===== config.mk =====
export PLATFORM = sky130hd
export DESIGN_NAME = dmg_timer
export DESIGN_NICKNAME = d
export VERILOG_FILES = /design/src/rtl/dmg_timer.sv
export SDC_FILE = /design/constraint.sdc
export NUM_CORES = 1
export LEC_CHECK = 0
export ABC_AREA = 1
export CAP_MARGIN = 40
export CELL_PAD_IN_SITES_DETAIL_PLACEMENT = 1
export CELL_PAD_IN_SITES_GLOBAL_PLACEMENT = 1
export CORE_UTILIZATION = 39
export DETAILED_ROUTE_END_ITERATION = 16
export PLACE_DENSITY = 0.9
export SLEW_MARGIN = 15
export SYNTH_ARGS = -nofsm -noshare
export SYNTH_HDL_FRONTEND = slang
export SYNTH_SLANG_ARGS = --single-unit
export TNS_END_PERCENT = 30

===== constraint.sdc =====
create_clock -name clk_i -period 2.2 [get_ports clk_i]
set_clock_uncertainty 0.15 [all_clocks]
set_input_delay 0.22 -clock clk_i [delete_from_list [all_inputs] [get_ports clk_i]]
set_output_delay 0.22 -clock clk_i [all_outputs]
set_load 0.03 [all_outputs]

===== src/rtl/dmg_timer.sv =====
// DIV/TIMA/TMA/TAC timer mapped at FF04-FF07. TIMA ticks on falling edges of the
// selected divider bit. Overflow reloads from TMA after a 4-cycle delay with a one-cycle IRQ.
module dmg_timer (
  input  logic        clk_i,
  input  logic        reset_i,
  input  logic [15:0] addr_i,
  input  logic [7:0]  din_i,
  input  logic        wr_i,
  input  logic        rd_i,
  output logic [7:0]  dout_o,
  output logic        sel_o,
  output logic        irq_req_o
);
  localparam int unsigned CNT_W = 16;
  localparam int unsigned DW    = 8;
  localparam int unsigned DLY_W = 2;

  localparam logic [15:0] ADDR_DIV  = 16'hFF04;
  localparam logic [15:0] ADDR_TIMA = 16'hFF05;
  localparam logic [15:0] ADDR_TMA  = 16'hFF06;
  localparam logic [15:0] ADDR_TAC  = 16'hFF07;

  typedef enum logic [1:0] {
    IDLE   = 2'd0,
    OVF    = 2'd1,
    RELOAD = 2'd2
  } state_e;

  logic [CNT_W-1:0] cnt_q;
  logic [DW-1:0]    tima_q;
  logic [DW-1:0]    tma_q;
  logic [2:0]       tac_q;
  logic             sig_q;
  logic [DLY_W-1:0] dly_q;
  logic             irq_q;
  state_e           state_q;

  logic cnt_bit;
  logic sig;
  logic inc;
  logic wr_div;
  logic wr_tima;
  logic wr_tma;
  logic wr_tac;

  assign sel_o     = (addr_i[15:2] == ADDR_DIV[15:2]);
  assign irq_req_o = irq_q;

  assign wr_div  = wr_i && (addr_i == ADDR_DIV);
  assign wr_tima = wr_i && (addr_i == ADDR_TIMA);
  assign wr_tma  = wr_i && (addr_i == ADDR_TMA);
  assign wr_tac  = wr_i && (addr_i == ADDR_TAC);

  // Divider tap selected by TAC[1:0]
  always_comb begin
    cnt_bit = 1'b0;
    unique case (tac_q[1:0])
      2'b00: cnt_bit = cnt_q[9];
      2'b01: cnt_bit = cnt_q[3];
      2'b10: cnt_bit = cnt_q[5];
      2'b11: cnt_bit = cnt_q[7];
      default: cnt_bit = 1'b0;
    endcase
  end

  // Falling-edge detect: disabling or retargeting the tap while high also ticks
  assign sig = tac_q[2] & cnt_bit;
  assign inc = sig_q & ~sig;

  always_ff @(posedge clk_i) begin
    if (reset_i) begin
      cnt_q   <= '0;
      sig_q   <= 1'b0;
      tima_q  <= '0;
      tma_q   <= '0;
      tac_q   <= '0;
      dly_q   <= '0;
      irq_q   <= 1'b0;
      state_q <= IDLE;
    end else begin
      cnt_q <= wr_div ? '0 : cnt_q + CNT_W'(1);
      sig_q <= sig;
      irq_q <= 1'b0;
      if (wr_tma) tma_q <= din_i;
      if (wr_tac) tac_q <= din_i[2:0];

      unique case (state_q)
        IDLE: begin
          if (wr_tima) begin
            tima_q <= din_i;
          end else if (inc) begin
            if (tima_q == 8'hFF) begin
              tima_q  <= '0;
              dly_q   <= DLY_W'(3);
              state_q <= OVF;
            end else begin
              tima_q <= tima_q + DW'(1);
            end
          end
        end
        OVF: begin
          if (wr_tima) begin
            tima_q  <= din_i;
            state_q <= IDLE;
          end else if (dly_q == '0) begin
            tima_q  <= tma_q;
            irq_q   <= 1'b1;
            state_q <= RELOAD;
          end else begin
            dly_q <= dly_q - DLY_W'(1);
            if (inc) tima_q <= tima_q + DW'(1);
          end
        end
        RELOAD: begin
          // TIMA writes are dropped here; a TMA write lands in both registers
          state_q <= IDLE;
          if (wr_tma)   tima_q <= din_i;
          else if (inc) tima_q <= tima_q + DW'(1);
        end
        default: state_q <= IDLE;
      endcase
    end
  end

  always_comb begin
    dout_o = 8'hFF;
    if (rd_i && sel_o) begin
      unique case (addr_i[1:0])
        2'b00: dout_o = cnt_q[15:8];
        2'b01: dout_o = tima_q;
        2'b10: dout_o = tma_q;
        2'b11: dout_o = {5'b11111, tac_q};
        default: dout_o = 8'hFF;
      endcase
    end
  end
endmodule


==> results.json, run 1 <==
{
  "ys_warn_count": 0,
  "h-tree-depth": 2,
  "ant_nets": 0,
  "whs_path_depth": 1,
  "cts_inserted_buffers": 5,
  "maxCapViolations": 0,
  "drtIter0Drc": 201,
  "netlist_area_um2": 2985,
  "holdCritPathClass": "reg -> reg",
  "fp.dieW_um": 89.49,
  "vias_per_cell": 5.634,
  "maxSlewViolCount": 0,
  "synth-main-ff-cell": "dfxtp_1",
  "worst_pin_slew_ns": 0.5811,
  "use_met2_pct": 50.38,
  "boundaryPins": 38,
  "setup_viol": 3,
  "async_flop_share_pct": 0,
  "insertion_delay_ns": 0.31,
  "synth-compound-area-share_pct": 17.02,
  "ys_top_cells_by_area": "dfxtp_1, nand2_1, nand3_1",
  "grt_use_met3_pct": 5.633,
  "yosys.area_share.simple_pct": 40.61,
  "place_ws_ns": -0.3149,
  "num_vias": 3679,
  "p_per_area_nw_per_um2": 375.0,
  "hold_start": "cnt_q[0]$_SDFF_PP0_",
  "fin_ws_ns": -0.05756,
  "crit_type": "in -> out",
  "grt_pass1_vias": 3712,
  "fmax_ghz": 0.4430,
  "synth_top_family_by_area": "simple AND/OR/NAND/NOR gates",
  "track_usage_pct": 28.73,
  "r2r_start": "tima_q[0]$_SDFFE_PP0P_",
  "synth_mux_area_share_pct": 0,
  "syn_avg_cell_area_um2": 6.143,
  "dieArea_um2": 8008,
  "cts_setup_buffers": 0,
  "finalCritPeriodShare_pct": 102.6,
  "syn_nets": 521,
  "synth_top_area_share_pct": 27.49,
  "grt_max_degree": 17,
  "regArea_um2": 820.8,
  "critPathMaxFanout": 8,
  "max_slew_margin_pct": 61.26,
  "drt-total-wl_um": 10990,
  "met1_usage_pct": 34.45,
  "final_common_cell": "nand2_1",
  "rows": 31,
  "nets": 588,
  "drive_gt1_share_pct": 14.26,
  "rsz0062_at_grt": "true",
  "n_antenna_cell": 0,
  "top_usage_layer": "met2",
  "reg2reg_to": "dly_q[0]$_SDFFE_PP0P_",
  "fin_area_um2": 3810,
  "initial_core_util_pct": 40.72,
  "drc": 0,
  "ys_types": 37,
  "hpwl_um": 8192,
  "grt_pass1_wl_um": 17610,
  "ys_ff_latch": 41,
  "min_to": "cnt_q[0]$_SDFF_PP0_",
  "yosys.area_share.adder_pct": 2.934,
  "clk_pin_slew_ns": 0.08,
  "r2r_slack_ns": 0.24,
  "fill_cells": 986,
  "cts_sinks": 41,
  "wire_per_inst_um": 16.82,
  "vdd_drop_max_uv": 333.7,
  "die_y_um": 89.49,
  "core_um2": 7331,
  "synthCells": 486,
  "post_dp_cell_area_um2": 3707,
  "cts-root-buf": "clkbuf_8",
  "run_status": "finished, violations left",
  "synth_edf_count": 0,
  "finalCoreUtilization_pct": 51.97,
  "gr-total-overflow": 0,
  "clockBufferDepth": 2,
  "numPortBuffers": 37,
  "required_ns": 1.83,
  "ctsHoldBuffers": 0,
  "dp.cells": 644,
  "final_hold_viol_count": 0,
  "final_cell_mix": "nand2_1, nand3_1, inv_1, nor2_1, dfxtp_1",
  "cts_tree": "yes",
  "gp_congestion": 0.8921,
  "violations": "setup timing",
  "synth_xor_area_share_pct": 1.760,
  "leakage_nw": 1.604,
  "synth_largest_area_cell": "dfxtp_1",
  "arrival_ns": 1.89,
  "fin_crit_ns": 2.258,
  "final_cells": 653,
  "area_growth_pct": 27.62,
  "multiInputGateArea_um2": 1876,
  "end_kind": "primary output",
  "ys_seq_area_share_pct": 27.49,
  "worstSetupStartpointType": "input pin",
  "rr_worst_depth": 12,
  "firstDrtPassIters": 5,
  "antenna_found_initial": 0
}
-- metrics by stage --
step / TNS [ns] / hold WS [ns] / power [W]
2_1_floorplan: 0 / 0.1468 / 0.0008199
3_3_place_gp: -2.925 / 0.2764 / 0.0009092
3_5_place_dp: -6.192 / 0.3000 / 0.0009157
4_1_cts: -0.07061 / 0.3121 / 0.001430
5_1_grt: -0.5003 / 0.3397 / 0.001482
6_report: -0.1317 / 0.3167 / 0.001429
-- flip-flops by register name, summed over array words and instances, names as in the netlist --
name	flops
sig_q	1
tac_q	3
state_q	2
irq_req_o	1
cnt_q	16
tma_q	8
dly_q	2
tima_q	8
-- how the worst max path moves through the flow --
stage                     cells after the start  slack (ns)                   end  startpoint
final                                         8       -0.06             dout_o[3]  addr_i[12]
after global routing                          8       -0.12             dout_o[3]  addr_i[12]
after CTS                                     8       -0.02             dout_o[5]  addr_i[12]
after detailed placement                      8       -0.31             dout_o[6]  addr_i[15]
after global placement                        7       -0.24             dout_o[7]   addr_i[5]
after floorplan                               7        0.18  cnt_q[10]$_SDFF_PP0_   addr_i[5]
-- timing repair --
action | CTS | global route
setup endpoints to repair | 8 | 15
cloned | 0 | 1
gates resized for setup | 28 | 14
-- power breakdown --
group	switching [W]	total [W]	internal, W
combinational	0.0000782	0.000156	0.0000776
sequential	0.00000288	0.000749	0.000746
clock	0.000300	0.000524	0.000224
-- kinds of logic (layout without fill, tap and decap cells) --
logic type	after synthesis	count (layout)
AO/OA/AOI/OAI	83	83
buffers and inverters	78	146
flip-flops	41	41
AND/OR/NAND/NOR	271	271
adder cells (fa/ha/maj)	7	7
XOR/XNOR	6	6
-- synthesized netlist by cell type (4+ instances only) --
cell / instances
nand2_1: 128
nand3_1: 64
inv_1: 57
nor2_1: 48
dfxtp_1: 41
a21oi_1: 32
o21ai_0: 21
buf_2: 9
a221oi_1: 8
o211ai_1: 8
clkbuf_1: 7
ha_1: 7
nor3_1: 6
nand4_1: 5
xor2_1: 5
a21boi_0: 4
a21boi_1: 4
nor2_2: 4
nor3b_1: 4
-- area by class of cell --
class | count | share of cell area (%)
Tap cell | 99 | 3.251
Sequential cell | 41 | 21.54
Multi-Input combinational cell | 367 | 49.23
Clock inverter | 2 | 0.3941
Timing Repair Buffer | 77 | 17.67
Inverter | 61 | 6.010
Clock buffer | 6 | 1.905
-- worst max-delay path, stage by stage --
cell,delay [ns]
clkdlybuf4s50_1,0.51
nand2_1,0.08
nor2_1,0.15
nand2_1,0.10
nor3b_1,0.20
buf_4,0.20
o211ai_1,0.11
clkdlybuf4s15_2,0.31
-- per-layer routing --
metal / wire [um] / part of all wire (%)
met5: 0 / 0
met4: 393 / 3.6
met3: 625 / 5.7
met2: 5482 / 50
met1: 4484 / 41
Note: power is estimated with default switching activity, not from simulation.
==> run 2, diff against run 1 <==
Settings changed: CTS_CLUSTER_SIZE set to 12, SKIP_CTS_REPAIR_TIMING set to 1.
==> run 2 against run 1 <==
Effect of this change:
- the flow now finishes without violations
- via count is 0.49% lower
- sequential cell count stayed put
- critical path depth stayed put
- die area stayed put
- critical endpoint unchanged
==> results.json, run 2 (synthesis gave the netlist of run 1 again) <==
{
  "arrival_ns": 1.75,
  "rsz0062_at_grt": "true",
  "drive_gt1_share_pct": 14.77,
  "track_usage_pct": 28.72,
  "clockBufferDepth": 2,
  "cts_inserted_buffers": 5,
  "die_y_um": 89.49,
  "ant_nets": 0,
  "n_antenna_cell": 0,
  "required_ns": 1.83,
  "cts-root-buf": "clkbuf_8",
  "slowest_delay_ns": 0.44,
  "h-tree-depth": 2,
  "end_kind": "primary output",
  "drtIter0Drc": 230,
  "whs_ns": 0.3167,
  "hpwl_um": 8192,
  "crit_type": "in -> out",
  "maxCapViolations": 0,
  "cts_tree": "yes",
  "worstSetupStartpointType": "input pin",
  "nets": 589,
  "grt_max_degree": 17,
  "numPortBuffers": 37,
  "cts_sinks": 41,
  "timing.critical_path.from": "addr_i[1]",
  "gp_congestion": 0.8921,
  "worst_pin_slew_ns": 0.5910,
  "final_cell_mix": "nand2_1, nand3_1, inv_1, nor2_1, dfxtp_1",
  "fin_crit_ns": 2.118,
  "final_common_cell": "nand2_1",
  "clk_pin_slew_ns": 0.08,
  "dieArea_um2": 8008,
  "place_ws_ns": -0.3149,
  "r2r_start": "tima_q[0]$_SDFFE_PP0P_",
  "core_um2": 7331,
  "initial_core_util_pct": 40.72,
  "fmax_ghz": 0.4721,
  "rows": 31,
  "run_status": "finished clean",
  "hold_start": "cnt_q[0]$_SDFF_PP0_",
  "fp.dieW_um": 89.49,
  "fill_cells": 989,
  "maxSlewViolCount": 0,
  "fin_ws_ns": 0.08176,
  "antenna_found_initial": 0,
  "area_growth_pct": 27.79,
  "cpMaxStageDelayCell": "clkdlybuf4s50_1",
  "grt_pass1_vias": 3709,
  "grt_pass1_wl_um": 17600,
  "insertion_delay_ns": 0.31,
  "drt-total-wl_um": 11160,
  "finalCritPeriodShare_pct": 96.28,
  "regMostFlops": "cnt_q",
  "r2r_slack_ns": 0.17,
  "setup_viol": 0,
  "final_hold_viol_count": 0,
  "max_slew_margin_pct": 60.60,
  "rr_worst_depth": 12,
  "path_cells": "clkdlybuf4s50_1 > inv_1 > nor2_2 > buf_6 > buf_4 > a221oi_1 > o211ai_1 > clkbuf_2",
  "boundaryPins": 38,
  "largest_reg_flops": 16,
  "drc": 0,
  "vdd_drop_max_uv": 333.4,
  "vias_per_cell": 5.598,
  "leakage_nw": 1.609,
  "gr-total-overflow": 0,
  "num_vias": 3661,
  "crit_path_end": "dout_o[3]",
  "firstDrtPassIters": 5,
  "wire_per_inst_um": 17.06,
  "holdCritPathClass": "reg -> reg",
  "p_per_area_nw_per_um2": 373.4,
  "reg_top3": "cnt_q: 16 flops, tima_q: 8 flops, tma_q: 8 flops",
  "critPathMaxFanout": 8,
  "reg2reg_to": "dly_q[0]$_SDFFE_PP0P_"
}
run 2: power breakdown:
group / internal, W / total, W / switching [W]
clock network: 0.000224 / 0.000521 / 0.000297
logic: 0.0000779 / 0.000155 / 0.0000770
registers: 0.000746 / 0.000749 / 0.00000288
total: 0.00105 / 0.00142 / 0.000377
run 2: worst min-delay path by stage:
stage / end / slack (ns) / cells after the start
2_1_floorplan: irq_req_o$_SDFF_PP0_ / 0.15 / 1
3_3_place_gp: cnt_q[0]$_SDFF_PP0_ / 0.28 / 1
3_5_place_dp: cnt_q[0]$_SDFF_PP0_ / 0.30 / 1
4_1_cts: cnt_q[0]$_SDFF_PP0_ / 0.31 / 1
5_1_grt: cnt_q[0]$_SDFF_PP0_ / 0.34 / 1
6_report: cnt_q[0]$_SDFF_PP0_ / 0.32 / 1
run 2: area by class of cell:
type	count	area, um^2	share of cell area [%]
Multi-Input combinational cell	368	1899	49.79
Sequential cell	41	820.8	21.52
Timing Repair Buffer	77	654.4	17.15
Inverter	61	229.0	6.002
Tap cell	99	123.9	3.247
Clock buffer	6	72.57	1.902
Clock inverter	2	15.01	0.3936
run 2: critical path: cells and delay by family:
kind	cells	cell delay, ns
compound gates	2	0.42
buf+inv	5	1.04
simple gates	1	0.06
run 2: per-layer routing:
metal	part of all wire [%]	track usage (%)
met5	0	0
met4	2.9	11.40
met1	41	34.39
met3	5.4	5.633
met2	50	50.38
run 2: stage by stage:
stage	area (um^2)	instances	TNS, ns	util (%)	total power, W
after floorplan	2985	486	0	-	0.0008199
after global placement	3707	644	-2.925	50.57	0.0009092
after detailed placement	3707	644	-6.192	50.57	0.0009157
after CTS	3795	652	-2.635	51.77	0.001430
after global routing	3815	654	-0.05008	52.04	0.001480
final	3815	654	0	52.04	0.001424
==> run 3, diff against run 2 <==
Clock period 2.2 ns to 2.4 ns, I/O delays scaled along.
==> run 3 against run 2 <==
Effect of this change:
- die area did not move
- worst setup slack gained 0.065 ns
- via count down 5.7%
- critical path type is now in -> reg
- critical endpoint is now tima_q[0]$_SDFFE_PP0P_
- highest routed layer unchanged
==> results.json, run 3 (synthesis gave the netlist of run 1 again) <==
{
  "run_status": "finished clean",
  "track_usage_pct": 27.92,
  "place_ws_ns": -0.1155,
  "ant_nets": 0,
  "antenna_found_initial": 0,
  "leakage_nw": 1.520,
  "grt_pass1_wl_um": 16990,
  "critPathMaxFanout": 8,
  "r2r_slack_ns": 0.18,
  "final_cell_mix": "nand2_1, nand3_1, inv_1, nor2_1, dfxtp_1",
  "h-tree-depth": 2,
  "cpMaxStageDelayCell": "clkdlybuf4s50_1",
  "area_growth_pct": 24.43,
  "vdd_drop_max_uv": 269.9,
  "boundaryPins": 38,
  "wire_per_inst_um": 16.62,
  "fin_ws_ns": 0.1465,
  "maxCapViolations": 0,
  "fp.dieW_um": 89.49,
  "path_cells": "clkdlybuf4s50_1 > inv_2 > nor2_2 > nand3_2 > buf_4 > nor3_4 > buf_4 > nand3_1 > nand2_1 > nand3_1 > nand3_1 > nand2_1 > a21oi_1",
  "whs_ns": 0.3037,
  "worst_pin_slew_ns": 0.6131,
  "cpMostUsedCell": "nand3_1",
  "cts_inserted_buffers": 5,
  "hpwl_um": 8085,
  "end_kind": "flip-flop",
  "finalCritPeriodShare_pct": 93.89,
  "initial_core_util_pct": 40.72,
  "regMostFlops": "cnt_q",
  "numPortBuffers": 37,
  "final_hold_viol_count": 0,
  "slowest_delay_ns": 0.47,
  "rows": 31,
  "maxSlewViolCount": 0,
  "fmax_ghz": 0.4438,
  "fin_tns_setup_ns": 0,
  "arrival_ns": 2.35,
  "largest_reg_flops": 16,
  "reg_top3": "cnt_q: 16 flops, tima_q: 8 flops, tma_q: 8 flops",
  "drt-total-wl_um": 10610,
  "setup_viol": 0,
  "drive_gt1_share_pct": 10.02,
  "n_antenna_cell": 0,
  "fin_crit_ns": 2.253,
  "clk_pin_slew_ns": 0.09,
  "gr-total-overflow": 0,
  "drtIter0Drc": 306,
  "holdCritPathClass": "reg -> reg",
  "cts_sinks": 41,
  "p_per_area_nw_per_um2": 354.6,
  "max_slew_margin_pct": 59.13,
  "nets": 573,
  "die_y_um": 89.49,
  "rsz0062_at_grt": "false",
  "cts-root-buf": "clkbuf_8",
  "required_ns": 2.50,
  "crit_type": "in -> reg",
  "cts_tree": "yes",
  "gp_congestion": 0.8753,
  "final_common_cell": "nand2_1",
  "worstSetupStartpointType": "input pin",
  "num_vias": 3454,
  "clockBufferDepth": 2,
  "insertion_delay_ns": 0.31,
  "firstDrtPassIters": 5,
  "vias_per_cell": 5.414,
  "dieArea_um2": 8008,
  "drc": 0,
  "grt_pass1_vias": 3535,
  "grt_max_degree": 17,
  "core_um2": 7331
}
run 3: cell count changes in the layout (fill, tap and decap cells not counted), sizes merged:
cell,previous run,this run
clkdlybuf4s50,27,28
dlymetal6s2s,1,8
o21bai,2,1
clkbuf,14,6
buf,41,26
run 3: cell type report:
cell class / instances / area, um^2
clock inverter: 2 / 15.01
fill: 992 / 3616
clock buffer: 6 / 72.57
inverter: 61 / 229.0
sequential: 41 / 820.8
timing repair buffer: 62 / 588.1
multi-input combinational: 367 / 1866
tap: 99 / 123.9
run 3: path summary, 6_finish.rpt:
| kind | cells after the start | from | end |
|---|---|---|---|
| min | 1 | cnt_q[0]$_SDFF_PP0_ | cnt_q[0]$_SDFF_PP0_ |
| min reg2reg | 1 | cnt_q[0]$_SDFF_PP0_ | cnt_q[0]$_SDFF_PP0_ |
| max reg2reg | 9 | cnt_q[9]$_SDFF_PP0_ | tima_q[3]$_SDFFE_PP0P_ |
| max | 13 | addr_i[2] | tima_q[0]$_SDFFE_PP0P_ |
run 3: metrics by stage:
stage / utilization (%) / total power (W) / instance area, um^2 / instances
after floorplan: - / 0.0007516 / 2985 / 486
after global placement: 49.14 / 0.0008318 / 3602 / 630
after detailed placement: 49.14 / 0.0008377 / 3602 / 630
after CTS: 50.33 / 0.001313 / 3690 / 638
after global routing: 50.67 / 0.001347 / 3715 / 638
final: 50.67 / 0.001317 / 3715 / 638
run 3: where the power goes:
| group | leakage (nW) | switching (W) | internal (W) |
|---|---|---|---|
| logic | 1.15 | 0.0000684 | 0.0000684 |
| clock network | 0.0374 | 0.000289 | 0.000206 |
| registers | 0.331 | 0.00000238 | 0.000684 |
| total | 1.52 | 0.000359 | 0.000958 |
run 3: critical path: cells and delay by family:
family	cells	cell delay (ns)
simple gates	8	1.14
compound gates	1	0.11
buf+inv	4	0.84
run 3: per-layer routing:
metal | up-vias | global-route usage, % | part of all wire, %
met1 | 1656 | 32.96 | 43
met3 | 16 | 4.155 | 3.7
met5 | - | 0 | 0
li1 | 1702 | - | -
met2 | 80 | 52.67 | 52
met4 | 0 | 6.782 | 1.2
